<file path="src/rtl/sign_narrow_pkg.sv">
// Shared types and constants for the sign_narrow 32-to-16 signed narrowing unit.
package sign_narrow_pkg;

    typedef enum logic [1:0] {
        EMPTY,
        ONE,
        TWO
    } narrow_state_t;

    localparam logic [15:0] NARROW_MAX = 16'h7FFF;
    localparam logic [15:0] NARROW_MIN = 16'h8000;

    typedef struct packed {
        logic [15:0] data;
        logic        ovf;
    } narrow_word_t;

endpackage

</file>
<file path="src/rtl/sign_narrow_if.sv">
// Valid/ready stream bundle for sign_narrow: 32-bit words in, narrowed 16-bit words out.
interface sign_narrow_if;

    logic        in_valid;
    logic        in_ready;
    logic [31:0] in_data;
    logic        out_valid;
    logic        out_ready;
    logic [15:0] out_data;
    logic        out_ovf;

    modport master (
        output in_valid, in_data, out_ready,
        input  in_ready, out_valid, out_data, out_ovf
    );

    modport slave (
        input  in_valid, in_data, out_ready,
        output in_ready, out_valid, out_data, out_ovf
    );

endinterface

</file>
<file path="src/rtl/sign_narrow_narrow_check.sv">
// Combinational fit check and narrowing of a 32-bit word to narrow_word_t.
// Build option: SIGN_NARROW_SAT_EN selects saturation instead of wrap on overflow.
module narrow_check
    import sign_narrow_pkg::*;
(
    input  logic [31:0]  data_i,
    output narrow_word_t word_o
);

    logic fit;

    // Fits in 16 bits signed when bits 31..15 are all copies of the sign.
    assign fit = (&data_i[31:15]) | ~(|data_i[31:15]);

    always_comb begin
        word_o.ovf  = ~fit;
        word_o.data = data_i[15:0];
`ifdef SIGN_NARROW_SAT_EN
        if (!fit) begin
            word_o.data = data_i[31] ? NARROW_MIN : NARROW_MAX;
        end
`endif
    end

endmodule

</file>
<file path="src/rtl/sign_narrow.sv">
// Streaming 32-to-16 signed narrowing unit with a 2-entry skid buffer and overflow counter.
// Build option: SIGN_NARROW_SAT_EN (saturate on overflow, otherwise wrap).
module sign_narrow
    import sign_narrow_pkg::*;
#(
    parameter int unsigned CNT_W = 16
) (
    input  logic             clk,
    input  logic             reset,
    sign_narrow_if.slave     bus,
    input  logic             clear_count,
    output logic [CNT_W-1:0] ovf_count
);

    narrow_state_t state_q, state_d;
    narrow_word_t  new_word;
    narrow_word_t  out_q, out_d;
    narrow_word_t  skid_q, skid_d;
    logic          out_valid_q, out_valid_d;
    logic          in_ready_q, in_ready_d;
    logic [CNT_W-1:0] cnt_q, cnt_d;
    logic          accept;
    logic          consume;

    narrow_check u_check (
        .data_i (bus.in_data),
        .word_o (new_word)
    );

    assign accept  = bus.in_valid && in_ready_q;
    assign consume = out_valid_q && bus.out_ready;

    always_comb begin
        state_d     = state_q;
        out_d       = out_q;
        skid_d      = skid_q;
        out_valid_d = out_valid_q;
        case (state_q)
            EMPTY: begin
                if (accept) begin
                    out_d       = new_word;
                    out_valid_d = 1'b1;
                    state_d     = ONE;
                end
            end
            ONE: begin
                if (accept && consume) begin
                    out_d = new_word;
                end else if (accept) begin
                    skid_d  = new_word;
                    state_d = TWO;
                end else if (consume) begin
                    out_valid_d = 1'b0;
                    state_d     = EMPTY;
                end
            end
            TWO: begin
                if (consume) begin
                    out_d   = skid_q;
                    state_d = ONE;
                end
            end
            default: begin
                out_valid_d = 1'b0;
                state_d     = EMPTY;
            end
        endcase
    end

    // Registered ready looks at the next state, so out_ready never reaches in_ready combinationally.
    assign in_ready_d = (state_d != TWO);

    always_comb begin
        cnt_d = cnt_q;
        if (clear_count) begin
            cnt_d = '0;
        end else if (accept && new_word.ovf && (cnt_q != '1)) begin
            cnt_d = cnt_q + CNT_W'(1);
        end
    end

    always_ff @(posedge clk) begin
        if (reset) begin
            state_q     <= EMPTY;
            out_q       <= '0;
            skid_q      <= '0;
            out_valid_q <= 1'b0;
            in_ready_q  <= 1'b0;
            cnt_q       <= '0;
        end else begin
            state_q     <= state_d;
            out_q       <= out_d;
            skid_q      <= skid_d;
            out_valid_q <= out_valid_d;
            in_ready_q  <= in_ready_d;
            cnt_q       <= cnt_d;
        end
    end

    assign bus.in_ready  = in_ready_q;
    assign bus.out_valid = out_valid_q;
    assign bus.out_data  = out_q.data;
    assign bus.out_ovf   = out_q.ovf;
    assign ovf_count     = cnt_q;

endmodule

</file>
<file path="src/flat_wrapper.sv">
// flat-port wrapper written by rule: the top's interface ports become plain ports
module sign_narrow_flat import sign_narrow_pkg::*;
#(
    parameter int unsigned CNT_W = 16
)
  (clk, reset, clear_count, ovf_count, bus_in_valid, bus_in_data, bus_out_ready, bus_in_ready, bus_out_valid, bus_out_data, bus_out_ovf);
  sign_narrow_if bus_i ();
  input  logic clk;
  input  logic reset;
  input  logic clear_count;
  output logic [CNT_W-1:0] ovf_count;
  input wire logic [$bits(bus_i.in_valid)-1:0] bus_in_valid;
  input wire logic [$bits(bus_i.in_data)-1:0] bus_in_data;
  input wire logic [$bits(bus_i.out_ready)-1:0] bus_out_ready;
  output wire logic [$bits(bus_i.in_ready)-1:0] bus_in_ready;
  output wire logic [$bits(bus_i.out_valid)-1:0] bus_out_valid;
  output wire logic [$bits(bus_i.out_data)-1:0] bus_out_data;
  output wire logic [$bits(bus_i.out_ovf)-1:0] bus_out_ovf;
  assign bus_i.in_valid = bus_in_valid;
  assign bus_i.in_data = bus_in_data;
  assign bus_i.out_ready = bus_out_ready;
  assign bus_in_ready = bus_i.in_ready;
  assign bus_out_valid = bus_i.out_valid;
  assign bus_out_data = bus_i.out_data;
  assign bus_out_ovf = bus_i.out_ovf;
  sign_narrow #(.CNT_W(CNT_W)) u_core (.clk(clk), .reset(reset), .bus(bus_i), .clear_count(clear_count), .ovf_count(ovf_count));
endmodule
</file>
<file path="config.mk">
export PLATFORM = sky130hd
export DESIGN_NAME = sign_narrow_flat
export DESIGN_NICKNAME = d
export VERILOG_FILES = /design/src/rtl/sign_narrow_pkg.sv /design/src/rtl/sign_narrow_if.sv /design/src/rtl/sign_narrow_narrow_check.sv /design/src/rtl/sign_narrow.sv /design/src/flat_wrapper.sv
export SDC_FILE = /design/constraint.sdc
export NUM_CORES = 1
export LEC_CHECK = 0
export CORE_AREA = 5 5 86 88
export CTS_CLUSTER_DIAMETER = 50
export DETAILED_ROUTE_END_ITERATION = 6
export DIE_AREA = 0 0 91 93
export DONT_BUFFER_PORTS = 1
export PLACE_DENSITY = 0.55
export SLEW_MARGIN = 10
export SYNTH_ARGS = -nofsm -noshare
export SYNTH_HDL_FRONTEND = slang
export SYNTH_SLANG_ARGS = --single-unit
</file>
<file path="constraint.sdc">
create_clock -name clk -period 1.9 [get_ports clk]
set_input_delay 0.095 -clock clk [delete_from_list [all_inputs] [get_ports clk]]
set_output_delay 0.095 -clock clk [all_outputs]
set_load 0.03 [all_outputs]
</file>
# Word level (Yosys, flattened, before mapping)

Index checks and enable logic that the tools add are counted.
Widths: inputs -> output; s select.

Flip-flop bits (word level): 54
Output and inout port bits: 35
Word-level logic and storage cells: 52

$add $sub $neg: 1
Equal/unequal tests: 10
Multiplexer cells: 15
Bitwise logic cells: 5
Reductions and logical operators: 13

Operators with widths:

| cell                  | number |
|---|---|
| $mux 17               | 3 |
| $pmux 17 s3           | 1 |
| $reduce_and 17->1     | 1 |
| $reduce_or 17->1      | 1 |
| $add 16x1->16 const B | 1 |
| $ne 16x16->1 const B  | 1 |
| $mux 2                | 5 |
| $ne 2x1->1 const B    | 4 |
| $ne 2x2->1 const B    | 3 |
| $pmux 2 s3            | 1 |
| $logic_and 1x1->1     | 5 |
| $reduce_and 5->1      | 1 |
| $mux 1                | 4 |
| $not 1->1             | 4 |
| $reduce_and 4->1      | 1 |
| $pmux 1 s3            | 1 |
| $reduce_and 3->1      | 1 |
| $reduce_bool 3->1     | 1 |
| $eq 2x1->1 const B    | 1 |
| $eq 2x2->1 const B    | 1 |
| $logic_not 2->1       | 1 |
| $reduce_or 2->1       | 1 |
| $or 1x1->1            | 1 |

# Longest topological paths before layout

Depth in word-level cells: 6
Mapped depth: 8

# Cells and area by module

A second synthesis with hierarchy kept.

Cell total of the unflattened synthesis: 302
Area, all modules: 2560.0 um2

Modules (own cells, without submodules):

| module       | times used | cells an instance | area an instance (um2) | sequential area each (um2) |
|---|---|---|---|---|
| sign_narrow  | 1          | 274               | 2361.0                 | 1081.0 |
| narrow_check | 1          | 28                | 198.9                  | 0.0 |

# Least setup slack after synthesis

OpenSTA, ideal clock, no wires.

Path kind: flip-flop to flip-flop
Start: register u_core.cnt_q[0] (netlist: u_core.ovf_count[0])
End: register u_core.cnt_q[14] (netlist: u_core.ovf_count[14])
Setup time: 115 ps
Arrival: 2107 ps
Slack: -322 ps
Stages on the path, launching flop included: 7
Period minus slack after synthesis: 2222 ps
Cells stage by stage: dfxtp_1 ha_1 and4_4 nand3_2 or4b_1 o31a_1 o21a_1

Cells in the longest elaborated chain, start to end: 2

Ends and longest elaborated chain:

| item                                                                  | RTL line          | RTL |
|---|---|---|
| from (decl)                                                           | sign_narrow.sv:21 | `logic [CNT_W-1:0] cnt_q, cnt_d;` |
| from (signal assigned)                                                | sign_narrow.sv:96 | `cnt_q <= cnt_d;` |
| parallel branches: the longest is 2 deep, another holds $add 16x1->16 | n/a               |  |

Parallel ways; which one is timed is not known.
A chain may end at the register's enable or synchronous reset.

# Worst setup path after layout

Start: register u_core.cnt_q[1] (netlist: u_core.ovf_count[1])
End: register u_core.cnt_q[14] (netlist: u_core.ovf_count[14])

The elaborated chain is that of the path after synthesis.

==> impl_metrics.py <==
metrics = {
    "setup_path": {
        "critical_path_class": "reg -> reg",
        "r2r_cells": 6,
        "r2r-start": "u_core.ovf_count[1]",
        "worstPathMaxFanout": 4,
        "cp-end-kind": "register",
        "reg2reg_to": "u_core.ovf_count[14]",
        "crit_path_start_kind": "register",
        "r2r_slack_ns": 0.04,
        "critPathRequiredTime_ns": 2.11,
        "crit_end": "u_core.ovf_count[14]",
        "arrival_ns": 2.07,
        "crit_path_start": "u_core.ovf_count[1]",
    },
    "clock_tree": {
        "cts-buffers-inserted": 5,
        "clk_path_buf_depth": 2,
        "clockRootBuffer": "clkbuf_8",
        "clock_latency_ns": 0.31,
        "htree_num_levels": 2,
        "cts_tree": "done",
        "clk_pin_slew_ns": 0.10,
        "clock-sinks": 54,
    },
    "cells_and_area": {
        "fin_cells": 435,
        "seqCellArea_um2": 1100,
        "diodes": 0,
        "fillers": 648,
        "drive_gt1_share_pct": 19.2,
        "fin_nets": 392,
        "multi_input_comb_area_um2": 1380,
        "area_growth_pct": 25.3,
    },
    "grt": {
        "grt_overflow": 0,
        "grt_max_degree": 40,
        "grt_pass1_wl_um": 11800,
        "antenna_found_initial": 0,
        "grt_usage_pct": 17.0,
        "first_global_vias": 2341,
    },
    "detailed_routing": {
        "ant_nets": 0,
        "route.detailed.drc": 0,
        "vias_per_cell": 5.57,
        "drtIter0Drc": 157,
        "wire_per_inst_um": 16.3,
        "vias": 2423,
        "drt_wl_total_um": 7090,
        "first_pass_iters": 4,
    },
    "timing": {
        "hold_ws_ns": 0.0586,
        "slew_headroom_pct": 67.4,
        "min_period_ns": 1.86,
        "finalSetupViolCount": 0,
        "skew_ns": 0.0109,
        "rsz0062_at_grt": "yes",
        "drv_slew": 0,
        "timing.fmax_mhz": 539,
        "tightest_slew_ns": 0.488,
        "hold_viol": 0,
        "post-route-period-util_pct": 97.6,
    },
    "logic_synthesis": {
        "synth_ff_type": "dfxtp_1",
        "syn_area_um2": 2510,
        "netlist_instances": 314,
        "synthArstFlopShare_pct": 0,
        "ys_ff_latch": 54,
        "netlist-cell-type-count": 49,
        "ys_warn_count": 0,
        "synth-edff-count": 0,
        "synth_nets": 352,
        "syn_avg_cell_area_um2": 8.00,
        "seq_area_frac_synth_pct": 43.0,
    },
    "run_status": {
        "status": "finished clean",
    },
    "placed_design": {
        "place_inst": 406,
        "routabilityCongestion": 0.775,
        "portBuffers": 0,
        "dpl.hpwl_um": 4910,
    },
    "floorplanning": {
        "die_width_um": 91,
        "start_util_pct": 38.2,
        "io_pins": 72,
        "die-area_um2": 8460,
        "die_y_um": 93,
        "fp-row-count": 30,
        "core_area_um2": 6570,
    },
    "power": {
        "ir_drop_mv": 0.389,
        "power-per-cell-area_nw_per_um2": 708,
        "p_leak_uw": 0.00113,
    },
    "min_path": {
        "hold_class": "in -> reg",
    },
    "job": {
        "cap_violations": 0,
    },
}
synth_stat cells (2+ instances only):
cell / count / area share (%)
o21a_1: 4 / 1.2
o211ai_1: 4 / 1.2
nor2_1: 23 / 3.4
buf_2: 2 / 0.40
nand2b_1: 2 / 0.50
clkbuf_1: 16 / 2.4
or3_1: 3 / 0.75
nand4_1: 8 / 2.0
nand3b_1: 2 / 0.60
or4_1: 7 / 2.1
nand2_1: 79 / 12
mux2i_1: 2 / 0.80
and3_1: 5 / 1.2
a21oi_1: 27 / 5.4
nor4_1: 8 / 2.0
o31a_1: 3 / 1.0
o31ai_1: 8 / 2.4
a311oi_1: 16 / 5.6
o21bai_1: 2 / 0.60
o2111ai_1: 2 / 0.70
nand3_1: 10 / 2.0
dfxtp_1: 54 / 43
stage by stage:
| step | cell area, um^2 | total power (uW) | setup slack [ns] | TNS (ns) | utilization (%) |
|---|---|---|---|---|---|
| floorplan | 2540 | 1450 | -0.0176 | -0.0176 | - |
| global placement | 2810 | 1500 | 0.0537 | 0 | 42.7 |
| detailed placement | 2810 | 1510 | 0.0288 | 0 | 42.7 |
| CTS | 3100 | 2270 | 0.0236 | 0 | 47.2 |
| global route | 3150 | 2350 | -0.0151 | -0.0151 | 47.9 |
| finish | 3150 | 2230 | 0.0447 | 0 | 47.9 |
report_power, final:
part	total [uW]	switching, uW	internal (uW)
sequential	1290	107	1180
clock	700	398	302
combinational	242	135	107
total	2230	639	1590
cell type report:
class                      instances  area share, %
clock inverter                     2          0.477
sequential                        54           34.9
timing repair buffer              54           14.7
multi-input combinational        238           44.0
tap                               80           3.18
clock buffer                       6           2.62
inverter                           1          0.119
timing repair:
action / CTS / global route
endpoints found under the hold margin: 40 / 0
hold buffers: 19 / 0
buffers inserted: 0 / 2
gates resized for setup: 0 / 6
setup endpoints to repair: 0 / 4
registers in the layout, indices dropped and copies added (netlist names):
register / count
u_core.bus.out_ovf: 1
u_core.bus.out_valid: 1
u_core.state_q: 2
u_core.skid_q: 17
u_core.ovf_count: 16
u_core.bus.in_ready: 1
u_core.bus.out_data: 16
logic make-up (layout without fill, tap and decap cells):
group / after synthesis / in the layout / share of synthesized area [%]
muxes: 2 / 2 / 0.797
adders and majority gates: 1 / 1 / 0.498
AOI/OAI and AO/OA: 75 / 75 / 21.2
DFF: 54 / 54 / 43.0
and+or+nand+nor: 160 / 160 / 30.6
buffers and inverters: 22 / 63 / 3.84
routing by layer:
metal  global-route usage (%)  vias to the layer above  share of wire, %  routed length [um]
met5                        0                        -                 0                   0
met4                     5.26                        0              0.93                  66
li1                         -                     1231                 -                   -
met2                     27.9                       59                48                3410
met1                     21.2                     1127                44                3110
met3                     5.31                        6               7.1                 506
critical path, cell delays in order (launching register included):
cell     delay [ns]
dfxtp_4        0.37
ha_4           0.14
and4_4         0.22
nand3_4        0.09
or4b_4         0.50
o31a_1         0.25
o21a_1         0.18
cell usage in the layout, fill, tap and decap left out, types with 2 or more instances in the layout:
cell type      instances
nand3_1               10
nand4_1                8
nor2_1                23
dfxtp_4                2
o211ai_1               4
nand2b_1               2
nor4_1                 7
clkbuf_8               6
or4_1                  6
o31ai_1                8
and3_1                 5
dfxtp_1               44
o21bai_1               2
a21oi_2                2
o21a_1                 4
mux2i_1                2
buf_4                 35
nand3b_1               2
a311oi_1              16
nand2_1               79
o31a_1                 3
o2111ai_1              2
or3_1                  3
a21oi_1               25
dfxtp_2                8
dlygate4sd3_1         18
or4_4                  2
worst min-delay path by stage:
| stage | start | end | depth (start not counted) | slack, ns |
|---|---|---|---|---|
| final | reset | u_core.skid_q[2] | 2 | 0.06 |
| after floorplan | bus_in_data[9] | u_core.skid_q[10] | 2 | 0.23 |
| after global placement | reset | u_core.skid_q[0] | 1 | 0.17 |
| after global routing | reset | u_core.skid_q[6] | 2 | 0.05 |
| after CTS | reset | u_core.skid_q[9] | 2 | 0.05 |
| after detailed placement | reset | u_core.skid_q[1] | 1 | 0.17 |
Note: power is estimated with default switching activity, not from simulation.
